## config.mk

```make
export PLATFORM = sky130hd
export DESIGN_NAME = pipe_skid_reg
export DESIGN_NICKNAME = d
export VERILOG_FILES = /design/src/rtl/pipe_skid_reg.sv
export SDC_FILE = /design/constraint.sdc
export NUM_CORES = 1
export LEC_CHECK = 0
export CORE_MARGIN = 5
export CORE_UTILIZATION = 36
export CTS_CLUSTER_SIZE = 14
export DETAILED_ROUTE_END_ITERATION = 6
export GPL_ROUTABILITY_DRIVEN = 0
export PLACE_DENSITY = 0.62
export REMOVE_ABC_BUFFERS = 1
export SYNTH_ARGS = -nofsm -noshare
export SYNTH_HDL_FRONTEND = slang
export SYNTH_SLANG_ARGS = --single-unit
```

## constraint.sdc

```tcl
create_clock -name clk -period 15.1 [get_ports clk]
set_input_delay 3.02 -clock clk [delete_from_list [all_inputs] [get_ports clk]]
set_output_delay 3.02 -clock clk [all_outputs]
set_load 0.02 [all_outputs]
```

## src/rtl/pipe_skid_reg.sv

```systemverilog
// Two-entry skid register for the ID-to-EX pipeline boundary with flush and freeze.
// Optional performance counters (stall_cnt, bubble_cnt) are built when PIPE_SKID_PERF_CNT_EN is defined.
module pipe_skid_reg #(
  parameter int unsigned DATA_W = 150,
  parameter int unsigned CNT_W  = 16
) (
  input  logic              clk,
  input  logic              rst,
  input  logic              in_valid,
  input  logic [DATA_W-1:0] in_data,
  output logic              in_ready,
  output logic              out_valid,
  output logic [DATA_W-1:0] out_data,
  input  logic              out_ready,
  input  logic              flush,
  input  logic              freeze
`ifdef PIPE_SKID_PERF_CNT_EN
  ,
  output logic [CNT_W-1:0]  stall_cnt,
  output logic [CNT_W-1:0]  bubble_cnt
`endif
);

  typedef enum logic [1:0] {
    ST_EMPTY = 2'd0,
    ST_ONE   = 2'd1,
    ST_FULL  = 2'd2
  } state_t;

  state_t            state_q, state_d;
  logic [DATA_W-1:0] main_q, main_d;
  logic [DATA_W-1:0] skid_q, skid_d;
  logic              accept, consume;

  assign in_ready  = (state_q != ST_FULL) && !freeze;
  assign out_valid = (state_q != ST_EMPTY);
  assign out_data  = main_q;
  assign accept    = in_valid && in_ready;
  assign consume   = out_valid && out_ready && !freeze;

  // State and storage registers; reset clears everything immediately.
  always_ff @(posedge clk or posedge rst) begin
    if (rst) begin
      state_q <= ST_EMPTY;
      main_q  <= '0;
      skid_q  <= '0;
    end else begin
      state_q <= state_d;
      main_q  <= main_d;
      skid_q  <= skid_d;
    end
  end

  // Next-state: freeze holds, flush empties, otherwise move payloads in order.
  always_comb begin
    state_d = state_q;
    main_d  = main_q;
    skid_d  = skid_q;
    if (freeze) begin
      state_d = state_q;
    end else if (flush) begin
      state_d = ST_EMPTY;
      main_d  = '0;
      skid_d  = '0;
    end else begin
      unique case (state_q)
        ST_EMPTY: begin
          if (accept) begin
            state_d = ST_ONE;
            main_d  = in_data;
          end
        end
        ST_ONE: begin
          if (accept && consume) begin
            main_d = in_data;
          end else if (accept) begin
            state_d = ST_FULL;
            skid_d  = in_data;
          end else if (consume) begin
            state_d = ST_EMPTY;
            main_d  = '0;
          end
        end
        ST_FULL: begin
          if (consume) begin
            state_d = ST_ONE;
            main_d  = skid_q;
            skid_d  = '0;
          end
        end
        default: begin
          state_d = ST_EMPTY;
          main_d  = '0;
          skid_d  = '0;
        end
      endcase
    end
  end

`ifdef PIPE_SKID_PERF_CNT_EN
  // Saturating counters; only reset clears them.
  always_ff @(posedge clk or posedge rst) begin
    if (rst) begin
      stall_cnt  <= '0;
      bubble_cnt <= '0;
    end else begin
      if (in_valid && !in_ready && (stall_cnt != '1))
        stall_cnt <= stall_cnt + CNT_W'(1);
      if (!out_valid && out_ready && (bubble_cnt != '1))
        bubble_cnt <= bubble_cnt + CNT_W'(1);
    end
  end
`endif

endmodule

```

-- After elaboration in Yosys (flattened, before gate mapping)
Cells that the tools add are included.
- reduce and logical (&&, ||, !) cells: 11
- bitwise gates (word level): 1
- eq/ne operators: 11
- multiplexer cells: 17
- operators with widths (kind ; number):
    150-bit two-way mux ; 8
    150-bit one-hot mux with 3 select lines ; 2
    5-bit AND reduction ; 3
    2-bit two-way mux ; 6
    3-bit inequality test, second input constant ; 4
    4-bit inequality test, second input constant ; 3
    2-bit one-hot mux with 3 select lines ; 1
    1-bit logical AND ; 5
    2-bit inequality test, second input constant ; 2
    2-bit by 1-bit equality test with 1-bit output, second input constant ; 1
    2-bit equality test, second input constant ; 1
    2-bit zero test ; 1
    2-bit nonzero test ; 1
    1-bit zero test ; 1
    1-bit NOT ; 1
- output and inout bits: 152
- word-level logic and storage cells: 43
- input port bits: 156
- flip-flop bits (word level): 302

-- Depth between registers and ports, before layout
Gate-level depths: netlist (run 1).
- depth after elaboration: 8
- mapped depth: 8
- mapped depth without buffers: 4

-- Worst setup path before layout (run 1)
No wires, ideal clock.
- kind: input to output
- start: input freeze
- end: output in_ready
- arrival: 3.491 ns
- stages on the path: 2
- required time: 12.080 ns
- buffers on the path: 1
- path slack: 8.589 ns
- path through: buf_2 -> nor2_1
- word-level cells in the longest chain between the ends: 2
- RTL lines (item ; line ; RTL):
    start, declared ; 16 ; input logic freeze
    1-bit zero test ; 35 ; assign in_ready = (state_q != ST_FULL) && !freeze;
    1-bit logical AND ; 35 ;
    end, declared ; 11 ; output logic in_ready,
No other way between the ends.

-- Worst setup path after layout (run 1)
Same ends and word-level chain as after synthesis.

==> impl_metrics.json, run 1 <==
{
  "worstHoldPathCells": 2,
  "die_w_um": 205.9,
  "status": "finished, final reports clean",
  "critPathBufInv": 2,
  "syn_avg_cell_area_um2": 12.24,
  "crit_family": "buffers and inverters",
  "cp-end-kind": "output port",
  "fmax_mhz": 133.5,
  "ff2ff_setup_slack_ns": 11.47,
  "drtIter0Drc": 595,
  "yosys.area.top_type": "dfrtp_1",
  "crit_fanout": 8,
  "row_count": 71,
  "synth_area_leaders": "dfrtp_1 (55%), a22o_1 (14%), mux2_2 (6.6%)",
  "max_slew_margin": 0.2756,
  "worst_hold_path.endpoint": "out_data[118]",
  "place_hpwl_um": 23570,
  "ctsRootBufferMaster": "clkbuf_16",
  "setup_viol": 0,
  "cp_cell_sequence": "clkdlybuf4s50_1 -> nor2_1 -> clkdlybuf4s50_1",
  "first_pass_iters": 4,
  "ys_types": 31,
  "drv_cap": 0,
  "crit_path_top_delay_cell": "clkdlybuf4s50_1",
  "synth_top_area_share": 0.5470,
  "via_count": 10442,
  "r2r_end": "skid_q[25]",
  "slowest_delay_ns": 0.63,
  "fin_skew_ns": 0.01864,
  "synth_area_mm2": 0.01382,
  "grt_use_total": 0.1853,
  "clock_sinks": 302,
  "finalMaxSlewViolations": 0,
  "yosysSeqAreaShare": 0.5470,
  "fp.dieH_um": 205.9,
  "tightest_slew_ns": 1.087,
  "setup_tns_ns": 0,
  "cts_tree": "yes",
  "antenna_found_initial": 3,
  "htree_levels": 2,
  "hp-start": "out_data[118]",
  "grt_max_degree": 124,
  "cts_resized": 0,
  "io_pins": 308,
  "cp-start-kind": "primary input",
  "path_common_cell": "clkdlybuf4s50_1",
  "rsz0062_at_grt": "false",
  "clk_path_buf_depth": 3,
  "antennaDiodeCount": 0,
  "wl_per_cell_um": 21.17,
  "cp.required_ns": 12.08,
  "layout-drive-gt1-share": 0.1221,
  "core_area_mm2": 0.03776,
  "grt_pass1_wl_um": 63180,
  "cts_hold_buf": 0,
  "reg2reg_depth": 6,
  "post_cts_buffers": 0,
  "hold_path.class": "flop to flop",
  "multi_input_area_mm2": 0.005683,
  "power.leakage_nw": 7.710,
  "ys_seq_elements": 302,
  "fin_crit_ns": 7.492,
  "period_share": 0.4962,
  "cts_made_buffers": 37,
  "io_buffer_count": 307,
  "overflow": 0,
  "path_depth": 3,
  "r2r_start": "state_q[0]",
  "wl_um": 40490,
  "cts.clk_slew.worst_paths_ns": 0.06,
  "final.fill_count": 3393,
  "area_growth_pct": 33.42,
  "ant_nets": 0,
  "peakVddDrop_mv": 0.07169,
  "grt_pass1_vias": 10732,
  "dieArea_mm2": 0.04240,
  "start_util": 0.3660,
  "crit_type": "primary input to output port",
  "arrival_ns": 4.47,
  "total_power_mw": 2.387,
  "power_density_mw_per_mm2": 129.5,
  "clk_latency_ns": 0.54,
  "nets": 1530,
  "finalHoldViolCount": 0,
  "remaining_drc_errors": 0,
  "netlist_instances": 1129,
  "register_area_mm2": 0.007562,
  "ys_warn_count": 0,
  "viasPerCell": 5.461
}
==> placed cells by master, fill, tap and decap left out, types with 2 or more instances in the layout <==
cell | Yosys | final
clkbuf_8 | 0 | 8
mux2i_1 | 72 | 72
mux2_2 | 81 | 81
nand2b_1 | 3 | 3
clkinv_2 | 0 | 5
clkbuf_1 | 40 | 4
a22o_1 | 220 | 220
dfrtp_1 | 302 | 300
clkdlybuf4s50_1 | 0 | 307
a22oi_1 | 80 | 80
clkbuf_16 | 0 | 39
buf_4 | 2 | 16
o21ai_0 | 30 | 30
o2bb2ai_1 | 70 | 70
clkinvlp_4 | 0 | 2
o21ai_1 | 52 | 51
nor2_1 | 4 | 4
nor3_4 | 1 | 2
nand2_1 | 82 | 82
bufinv_16 | 0 | 6
==> sequential cells by signal, indices dropped and copies added, names as in the netlist <==
register / count
state_q: 2
skid_q: 150
out_data: 150
==> final cells by class <==
cell class,instances,area share
sequential,302,0.4102
multi-input combinational,707,0.3083
timing repair buffer,323,0.1732
clock buffer,51,0.05973
tap,511,0.03468
clock inverter,15,0.01290
inverter,3,0.001018
==> report_power, final <==
part           internal, mW  total (mW)  switching, mW  leakage, nW
clock                 0.613       0.965          0.352        0.656
combinational         0.227       0.489          0.262         2.94
sequential            0.882       0.932         0.0504         4.11
==> worst max-delay path by stage <==
stage / start / endpoint / slack [ns]
after floorplan: rst / out_data[0] / 3.73
after global placement: freeze / in_ready / 7.61
after detailed placement: freeze / in_ready / 7.58
after CTS: freeze / in_ready / 7.58
after global routing: freeze / in_ready / 7.51
final: freeze / in_ready / 7.61
==> routing by layer <==
layer  track usage  up-vias  routed length, um
li1              -     4843                  -
met1        0.2638     5306              18710
met2        0.2902      234              18940
met3       0.03452       55               1939
met4       0.05513        4                864
met5             0        -                 27
==> logic make-up after synthesis <==
| family | Yosys count | share of synthesized area |
|---|---|---|
| XOR/XNOR | 1 | 0.0006340 |
| AO/OA/AOI/OAI | 456 | 0.2593 |
| AND/OR/NAND/NOR | 97 | 0.03088 |
| buffers and inverters | 120 | 0.04410 |
| flip-flops | 302 | 0.5470 |
| multiplexers | 153 | 0.1182 |
==> worst register-to-register path: stages (launching register included) <==
cell,delay [ns]
dfrtp_2,0.33
buf_4,0.69
nand2_1,0.22
nor4_4,0.25
buf_4,0.71
buf_4,0.97
a22o_1,0.39
==> Yosys cell counts <==
| library cell | count |
|---|---|
| a211o_1 | 1 |
| and2_1 | 1 |
| o21ai_1 | 52 |
| o2bb2ai_1 | 70 |
| clkbuf_1 | 40 |
| nor4bb_1 | 1 |
| nor2_2 | 1 |
| inv_2 | 1 |
| mux2i_1 | 72 |
| buf_6 | 10 |
| mux2_2 | 81 |
| xor2_1 | 1 |
| buf_2 | 61 |
| a21oi_1 | 1 |
| nor4_4 | 1 |
| nor4b_1 | 1 |
| o21ai_0 | 30 |
| buf_4 | 2 |
| nand2b_1 | 3 |
| o32ai_1 | 1 |
| nor2_1 | 4 |
| nor3_2 | 1 |
| a22o_1 | 220 |
| a22oi_1 | 80 |
| dfrtp_1 | 302 |
| or2_2 | 1 |
| nand2_1 | 82 |
| inv_1 | 2 |
| nor3_4 | 1 |
| buf_1 | 4 |
| a32oi_1 | 1 |
==> per-stage QoR <==
stage / instances / hold WS [ns] / util / area (um^2) / setup WS, ns
floorplan: 1012 / 0.4606 / - / 13220 / 3.734
global placement: 1846 / 0.4655 / 0.4528 / 17100 / 7.611
detailed placement: 1846 / 0.4714 / 0.4528 / 17100 / 7.581
CTS: 1912 / 0.4844 / 0.4883 / 18440 / 7.578
global route: 1912 / 0.5069 / 0.4883 / 18440 / 7.511
finish: 1912 / 0.4784 / 0.4883 / 18440 / 7.608
Note: power is estimated with default switching activity, not from simulation.
==> run 2, diff against run 1 <==
--- a/config.mk
+++ b/config.mk
@@ -10,7 +10,7 @@
 export CTS_CLUSTER_SIZE = 14
 export DETAILED_ROUTE_END_ITERATION = 6
 export GPL_ROUTABILITY_DRIVEN = 0
-export PLACE_DENSITY = 0.62
+export PLACE_DENSITY = 0.65
 export REMOVE_ABC_BUFFERS = 1
 export SYNTH_ARGS = -nofsm -noshare
 export SYNTH_HDL_FRONTEND = slang
==> constraint.sdc (replaced) <==
create_clock -name clk -period 6.5 [get_ports clk]
set_input_delay 1.3 -clock clk [delete_from_list [all_inputs] [get_ports clk]]
set_output_delay 1.3 -clock clk [all_outputs]
set_load 0.02 [all_outputs]
==> run 2 against run 1 <==
Net effect:
- register-to-register slack got worse by 8.1 ns
- combinational power up 130%
- non-clock buffer count is 1 higher
- die area is the same
- first-iteration DRC count is 0.17% lower
- worst hold slack about the same
- critical path depth did not move
- global-route usage hardly changed
- design area down 0.56%
- sequential share of layout area up 0.23 points
- core utilization decreased by 0.28 points
- critical path type unchanged
- largest cell class unchanged
==> impl_metrics.json, run 2 (synthesis gave the netlist of run 1 again) <==
{
  "status": "finished, final reports clean",
  "rsz0062_at_grt": "false",
  "cts_hold_buf": 0,
  "start_util": 0.3660,
  "power_density_mw_per_mm2": 290.9,
  "via_count": 10591,
  "crit_fanout": 8,
  "grt_pass1_wl_um": 63450,
  "row_count": 71,
  "grt_max_degree": 151,
  "power.leakage_nw": 7.654,
  "layout_common_cells": "clkdlybuf4s50_1 (307), dfrtp_1 (300), a22o_1 (220), nand2_1 (82), mux2_2 (81)",
  "grt_pass1_vias": 10604,
  "top_usage_layer": "met2",
  "remaining_drc_errors": 0,
  "arrival_ns": 2.72,
  "io_buffer_count": 307,
  "wl_um": 40580,
  "fin_skew_ns": 0.008905,
  "viasPerCell": 5.536,
  "layout-drive-gt1-share": 0.1186,
  "finalWorstSetupSlack_ns": 2.485,
  "cp-start-kind": "primary input",
  "hold_path.class": "flop to flop",
  "io_pins": 308,
  "clk_path_buf_depth": 3,
  "period_share": 0.6178,
  "final.fill_count": 3392,
  "place_ws_ns": 2.398,
  "dieArea_mm2": 0.04240,
  "cts_tree": "yes",
  "grt_use_total": 0.1854,
  "use_met2": 0.2835,
  "max_slew_margin": 0.2328,
  "ctsRootBufferMaster": "clkbuf_16",
  "peakVddDrop_mv": 0.1838,
  "finalMaxSlewViolations": 0,
  "fin_crit_ns": 4.015,
  "first_pass_iters": 5,
  "core_area_mm2": 0.03776,
  "place_hpwl_um": 23630,
  "grtUsageMet3": 0.04080,
  "antenna_found_initial": 3,
  "drv_cap": 0,
  "fp.dieH_um": 205.9,
  "wl_per_cell_um": 21.21,
  "setup_viol": 0,
  "met1_usage": 0.2704,
  "htree_levels": 2,
  "clock_sinks": 302,
  "finalHoldViolCount": 0,
  "post_cts_buffers": 0,
  "overflow": 0,
  "cts_resized": 0,
  "fmax_mhz": 249.0,
  "area_growth_pct": 32.67,
  "multi_input_area_mm2": 0.005683,
  "nets": 1530,
  "drtIter0Drc": 594,
  "cts_made_buffers": 36,
  "layout_commonest_cell": "clkdlybuf4s50_1",
  "clk_latency_ns": 0.53,
  "final_util": 0.4855,
  "die_w_um": 205.9,
  "cts.clk_slew.worst_paths_ns": 0.06,
  "crit_type": "primary input to output port",
  "tightest_slew_ns": 1.151,
  "cp-end-kind": "output port",
  "cp.required_ns": 5.20,
  "ant_nets": 0,
  "total_power_mw": 5.333,
  "register_area_mm2": 0.007562
}
run 2: metal layers:
| metal | part of all wire | vias up |
|---|---|---|
| li1 | - | 4839 |
| met1 | 0.45 | 5414 |
| met2 | 0.48 | 286 |
| met3 | 0.056 | 50 |
| met4 | 0.016 | 2 |
| met5 | 0.00049 | - |
run 2: area by class of cell:
| cell class | instances | area share |
|---|---|---|
| Sequential cell | 302 | 0.4125 |
| Multi-Input combinational cell | 707 | 0.3100 |
| Timing Repair Buffer | 324 | 0.1766 |
| Clock buffer | 54 | 0.05890 |
| Tap cell | 511 | 0.03488 |
| Clock inverter | 10 | 0.005733 |
| Inverter | 3 | 0.001024 |
| Antenna cell | 2 | 0.0002730 |
run 2: through the flow:
step                cell area (um^2)  hold slack [ns]  TNS [ns]  instances
floorplan                      13220           0.4606  -1535.08       1012
detailed placement             17140           0.4708         0       1847
CTS                            18330           0.4835         0       1911
global placement               17140           0.4647         0       1847
finish                         18330           0.4789         0       1913
global route                   18330           0.4959         0       1913
run 2: worst paths after layout:
| check | from | end | slack [ns] | depth (start not counted) |
|---|---|---|---|---|
| worst max-delay path | freeze | in_ready | 2.48 | 3 |
| min in group asynchronous | rst | out_data[10] | 1.35 | 2 |
| worst min-delay path | out_data[92] | out_data[92] | 0.48 | 2 |
| worst min register to register | out_data[92] | out_data[92] | 0.48 | 2 |
| max in group asynchronous | rst | state_q[1] | 3.90 | 3 |
| worst max register to register | state_q[0] | out_data[126] | 3.40 | 5 |
run 2: power by group:
group | switching [mW] | total (mW) | internal [mW]
Sequential | 0.119 | 2.17 | 2.05
Combinational | 0.610 | 1.14 | 0.532
Clock | 0.796 | 2.02 | 1.23
Total | 1.53 | 5.33 | 3.81
run 2: critical path: stages:
cell,delay (ns)
clkdlybuf4s50_1,0.61
nor2_1,0.19
clkdlybuf4s50_1,0.62
